--- src/rtl/ref_block_reader.sv ---
// Reference block reader: turns a (start address, block count) request into a
// stream of DRAM read commands and forwards the returned blocks, in order, to the
// engine through a small show-ahead buffer. Commands are only issued when the
// buffer is guaranteed to have room for their return data.
module ref_block_reader #(
    parameter int unsigned REF_LENGTH = 128,
    parameter int unsigned FIFO_DEPTH = 4
) (
    input  logic                    clk,
    input  logic                    rst,
    // Request from the engine
    input  logic [24:0]             ref_addr_in,
    input  logic [24:0]             ref_length_in,
    input  logic                    ref_info_valid_in,
    output logic                    ref_info_rdy_out,
    // DRAM read command
    output logic [24:0]             dram_cmd_addr_out,
    output logic                    dram_cmd_valid_out,
    input  logic                    dram_cmd_rdy_in,
    // DRAM read return (no backpressure)
    input  logic [2*REF_LENGTH-1:0] dram_data_in,
    input  logic                    dram_data_valid_in,
    // Block stream to the engine
    output logic [2*REF_LENGTH-1:0] ref_seq_block_out,
    output logic                    ref_seq_block_valid_out,
    input  logic                    ref_seq_block_rdy_in,
    output logic                    ref_done_out
);

    localparam int unsigned BlockW = 2 * REF_LENGTH;
    localparam int unsigned PtrW   = (FIFO_DEPTH > 1) ? $clog2(FIFO_DEPTH) : 1;
    localparam int unsigned CntW   = PtrW + 1;

    typedef enum logic [1:0] {
        StIdle,
        StIssue,
        StDrain
    } state_e;

    state_e            state_q, state_d;
    logic [24:0]       cur_addr_q, cur_addr_d;
    logic [24:0]       remaining_q, remaining_d;
    logic [CntW-1:0]   fifo_cnt_q, fifo_cnt_d;
    logic [CntW-1:0]   outstanding_q, outstanding_d;
    logic [CntW-1:0]   credits;
    logic [PtrW-1:0]   wr_ptr_q, rd_ptr_q;
    logic [BlockW-1:0] mem_q [FIFO_DEPTH];
    logic              done_q, done_d;

    logic req_fire;
    logic cmd_fire;
    logic push;
    logic pop;

    // Handshakes, credit accounting and output decode.
    always_comb begin
        // Slots not yet claimed by buffered data or by commands still in flight.
        credits                 = CntW'(FIFO_DEPTH) - fifo_cnt_q - outstanding_q;
        ref_info_rdy_out        = (state_q == StIdle);
        dram_cmd_valid_out      = (state_q == StIssue) && (credits != '0);
        dram_cmd_addr_out       = cur_addr_q;
        ref_seq_block_valid_out = (fifo_cnt_q != '0);
        ref_seq_block_out       = mem_q[rd_ptr_q];
        ref_done_out            = done_q;

        req_fire = ref_info_valid_in && ref_info_rdy_out;
        cmd_fire = dram_cmd_valid_out && dram_cmd_rdy_in;
        // A beat with nothing in flight is stray and is discarded.
        push     = dram_data_valid_in && (outstanding_q != '0);
        pop      = ref_seq_block_valid_out && ref_seq_block_rdy_in;

        fifo_cnt_d    = fifo_cnt_q + CntW'(push) - CntW'(pop);
        outstanding_d = outstanding_q + CntW'(cmd_fire) - CntW'(push);
    end

    // Next-state logic: request capture, command sequencing, completion.
    always_comb begin
        state_d     = state_q;
        cur_addr_d  = cur_addr_q;
        remaining_d = remaining_q;
        done_d      = 1'b0;
        case (state_q)
            StIdle: begin
                if (req_fire) begin
                    if (ref_length_in == 25'd0) begin
                        done_d = 1'b1;
                    end else begin
                        cur_addr_d  = ref_addr_in;
                        remaining_d = ref_length_in;
                        state_d     = StIssue;
                    end
                end
            end
            StIssue: begin
                if (cmd_fire) begin
                    // 25-bit add wraps 0x1FFFFFF to 0 naturally.
                    cur_addr_d  = cur_addr_q + 25'd1;
                    remaining_d = remaining_q - 25'd1;
                    if (remaining_q == 25'd1) begin
                        state_d = StDrain;
                    end
                end
            end
            StDrain: begin
                // Finish on the edge that empties both the buffer and the return pipe.
                if ((fifo_cnt_d == '0) && (outstanding_d == '0)) begin
                    state_d = StIdle;
                    done_d  = 1'b1;
                end
            end
            default: state_d = StIdle;
        endcase
    end

    // Control state and counters.
    always_ff @(posedge clk or posedge rst) begin
        if (rst) begin
            state_q       <= StIdle;
            cur_addr_q    <= '0;
            remaining_q   <= '0;
            fifo_cnt_q    <= '0;
            outstanding_q <= '0;
            done_q        <= 1'b0;
        end else begin
            state_q       <= state_d;
            cur_addr_q    <= cur_addr_d;
            remaining_q   <= remaining_d;
            fifo_cnt_q    <= fifo_cnt_d;
            outstanding_q <= outstanding_d;
            done_q        <= done_d;
        end
    end

    // Return-data buffer storage and pointers.
    always_ff @(posedge clk or posedge rst) begin
        if (rst) begin
            wr_ptr_q <= '0;
            rd_ptr_q <= '0;
            for (int unsigned i = 0; i < FIFO_DEPTH; i++) begin
                mem_q[i] <= '0;
            end
        end else begin
            if (push) begin
                mem_q[wr_ptr_q] <= dram_data_in;
                wr_ptr_q        <= wr_ptr_q + PtrW'(1);
            end
            if (pop) begin
                rd_ptr_q <= rd_ptr_q + PtrW'(1);
            end
        end
    end

endmodule

--- config.mk ---
export PLATFORM = sky130hd
export DESIGN_NAME = ref_block_reader
export DESIGN_NICKNAME = d
export VERILOG_FILES = /design/src/rtl/ref_block_reader.sv
export SDC_FILE = /design/constraint.sdc
export NUM_CORES = 2
export LEC_CHECK = 0
export BUFFER_PORTS_ARGS = -buffer_cell sky130_fd_sc_hd__clkbuf_2
export CAP_MARGIN = 20
export CORE_MARGIN = 5
export CORE_UTILIZATION = 35
export CTS_BUF_LIST = sky130_fd_sc_hd__clkbuf_8
export CTS_CLUSTER_SIZE = 16
export DETAILED_ROUTE_END_ITERATION = 7
export SLEW_MARGIN = 10
export SYNTH_ARGS = -nofsm -noshare
export SYNTH_HDL_FRONTEND = slang
export SYNTH_SLANG_ARGS = --single-unit
--- constraint.sdc ---
create_clock -name clk -period 115.1 [get_ports clk]
set_input_delay 17.265 -clock clk [delete_from_list [all_inputs] [get_ports clk]]
set_output_delay 17.265 -clock clk [all_outputs]
set_load 0.01 [all_outputs]
==> impl_metrics.ini <==
[synthesis]
synth_top_area_share_pct = 56.8
yosys_warnings = 0
synth_fp_nets = 3288
ys_types = 56
ys_ff_latch = 1087
yosysTopAreaCell = dfrtp_1
async_flop_share_pct = 100
synth_cells = 2960
synth_enable_flop_cells = 0
netlist_top_cells_area = dfrtp_1, mux2_2, mux4_2, buf_2, a21oi_1
synthFlopType = dfrtp_1
netlist_area_mm2 = 0.0479
ys_seq_area_share_pct = 56.8
syn_area_per_cell_um2 = 16.2

[global_route]
grt_overflow = 0
antenna_found_initial = 26
grt_start_max_net_pins = 172
track_usage_pct = 16.6
grt_pass1_wl_um = 190000
grt_pass1_vias = 30833

[worst_setup_path]
setup.worst_path.end_class = primary output
ff2ff_setup_slack_ps = 110700
r2r-start = outstanding_q[1]
reg2regPathDepth = 6
crit_path_end = ref_seq_block_out[131]
crit_path_start_kind = flip-flop
required_ps = 97830
crit_path_start = rd_ptr_q[1]
critical_path_class = flip-flop to primary output
crit_arrival_ps = 4820
r2r_end = mem_q[811]
cp_max_fo = 41

[sta]
fin_worst_skew_ps = 53.2
setup_ws_ps = 93020
drv_slew = 0
fin_tns_setup_ps = 0
worstMarginPinSlew_ps = 1180
fmax_mhz = 45.3
final_hold_viol_count = 0
rsz0062_at_grt = no
period_share_pct = 19.2
max_slew_margin_pct = 21.3
post-route-min-period_ps = 22080
finalSetupViolCount = 0

[cells_and_area]
fillers = 12617
nNetsFinal = 3904
drive_gt1_share_pct = 59.2
syn_to_final_growth_pct = 18.1

[pwr]
fin_total_pwr_uw = 1770
p_leak_uw = 0.0248
irDropWorstVdd_mv = 0.0204
power_switching_share_pct = 33.8
switchingPower_uw = 599
p_int_uw = 1170
power_per_cell_area_mw_per_mm2 = 31.4
p_clk_share_pct = 19.9
pwr-share-comb_pct = 41.8
seq_power_share_pct = 38.2

[placed_design]
routabilityCongestion = 0.807
place_hpwl_um = 77300
io_buffers = 596
dp_slack_ps = 93740

[clocking]
cts_resized = 0
cts_hold_buffers = 0
cts.path.max_buffers = 3
clk-insertion-delay-late_ps = 860
cts_made_buffers = 184
htree_num_levels = 4
clkSinkCount = 1087
cts_tree = yes
post_cts_buffers = 0
root_buffer = clkbuf_8
clk_pin_slew_worst_paths_ps = 60

[detailed_routing]
dr_total_vias = 28434
drcViolationCount = 0
drt_iter0_markers = 1535
drt-pass1-iter-count = 5
wl_per_cell_um = 21.8
wirelength_um = 120000
ant_nets = 0
via_per_inst = 5.15

[run]
max_cap_viol_count = 0

[floorplan]
rows = 135
die_w_um = 380
die-area_mm2 = 0.144
core_mm2 = 0.136
die_y_um = 380
start_util_pct = 35.3
num_io_pins = 597

[outcome]
status = finished, final reports clean

[min_path]
hold_path.class = flip-flop to flip-flop
hold_depth = 1
-- layout make-up --
cell class / instances / area [µm²] / share of cell area [%]
well taps: 1781 / 2230 / 3.94
clock inverters: 88 / 502 / 0.888
diodes: 23 / 57.6 / 0.102
inverters: 25 / 101 / 0.179
flip-flops and latches: 1087 / 27200 / 48.1
multi-input cells: 1641 / 19700 / 34.9
clock buffers: 242 / 3330 / 5.89
repair buffers: 637 / 3390 / 5.99
-- cells in the mapped netlist, types with 2 or more instances --
| library cell | number |
|---|---|
| and3_1 | 3 |
| nor4_1 | 12 |
| buf_2 | 111 |
| o22ai_1 | 12 |
| nor3_1 | 15 |
| o211ai_1 | 5 |
| o21ai_0 | 8 |
| o22a_1 | 22 |
| o2bb2a_1 | 4 |
| or4_4 | 2 |
| o2bb2ai_1 | 5 |
| mux2_2 | 1024 |
| a211oi_1 | 2 |
| dfrtp_1 | 1087 |
| xor2_1 | 2 |
| a2bb2oi_1 | 6 |
| or3_1 | 3 |
| nor2_1 | 57 |
| mux4_2 | 256 |
| o31ai_1 | 3 |
| xnor2_1 | 4 |
| nand3_1 | 11 |
| a21oi_1 | 52 |
| mux2i_1 | 3 |
| nor3_2 | 3 |
| a41oi_1 | 3 |
| nand4_1 | 7 |
| fa_1 | 2 |
| ha_1 | 14 |
| or4_1 | 4 |
| xnor3_1 | 2 |
| or2_2 | 2 |
| nor4_2 | 2 |
| a22oi_1 | 10 |
| a31oi_1 | 24 |
| a211o_1 | 2 |
| nand2_1 | 26 |
| clkbuf_1 | 68 |
| nor3b_1 | 3 |
| inv_1 | 25 |
| buf_1 | 27 |
| a32oi_1 | 4 |
| and2_1 | 4 |
| nand2b_1 | 3 |
| a22o_1 | 5 |
-- power groups by stage --
stage                     Clock (µW)  Sequential [µW]  Combinational [µW]
after floorplan                    0              648                 534
after global placement             0              680                 743
after detailed placement           0              684                 756
after CTS                        367              678                 757
after global routing             383              701                 799
final                            353              678                 742
-- worst max-delay path: stages, from the launching register on --
cell	delay, ps
dfrtp_4	890
buf_4	660
buf_4	720
buf_4	820
mux4_2	600
clkbuf_2	170
-- stage by stage --
step                instances  hold slack, ps  instance area [µm²]  utilization, %
finish                   5524             497                56500            41.7
global route             5512             503                56500            41.6
CTS                      5500             498                56400            41.6
detailed placement       5170             487                52600            38.8
global placement         5170             482                52600            38.8
floorplan                2960             474                47900               -
-- how the worst min path moves through the flow --
stage                           from          to  slack (ps)
after floorplan           mem_q[438]  mem_q[438]         470
after global placement    mem_q[690]  mem_q[690]         480
after detailed placement  mem_q[549]  mem_q[549]         490
after CTS                 mem_q[636]  mem_q[636]         500
after global routing      mem_q[518]  mem_q[518]         500
final                     mem_q[571]  mem_q[571]         500
-- sequential cells by signal (all words and copies together) (netlist names) --
| register | flops |
|---|---|
| fifo_cnt_q | 3 |
| wr_ptr_q | 2 |
| rd_ptr_q | 2 |
| ref_done_out | 1 |
| mem_q | 1024 |
| outstanding_q | 3 |
| remaining_q | 25 |
| dram_cmd_addr_out | 25 |
| state_q | 2 |
-- routing by layer --
layer	part of all wire, %	up-vias	global-route usage (%)
li1	-	12447	-
met1	43	15016	21.9
met3	6.1	230	4.56
met5	0.070	-	0
met4	3.1	12	5.98
met2	47	729	26.4
-- cells by family after synthesis --
| kind of cell | Yosys count | synth area share [%] |
|---|---|---|
| and+or+nand+nor | 162 | 1.75 |
| adders and majority gates | 16 | 0.450 |
| muxes | 1283 | 36.2 |
| DFF | 1087 | 56.8 |
| AOI/OAI and AO/OA | 172 | 2.45 |
| xor gates and xnor gates | 8 | 0.204 |
| buffers and inverters | 232 | 2.13 |
-- cell usage in the layout (no fill, tap or decap), drive strengths merged, types with 6 or more instances in the layout --
master	n
nand4	7
a22oi	10
buf	41
inv	100
clkbuf	838
ha	14
a31oi	24
a2bb2oi	6
clkinv	8
nand3	11
dfrtp	1087
a21oi	52
diode	23
o22ai	12
o21ai	9
nor3	18
mux2	1024
nor4	15
o22a	22
mux4	256
nor2	57
nand2	26
or4	6
Power figures use the tool's default switching activity.
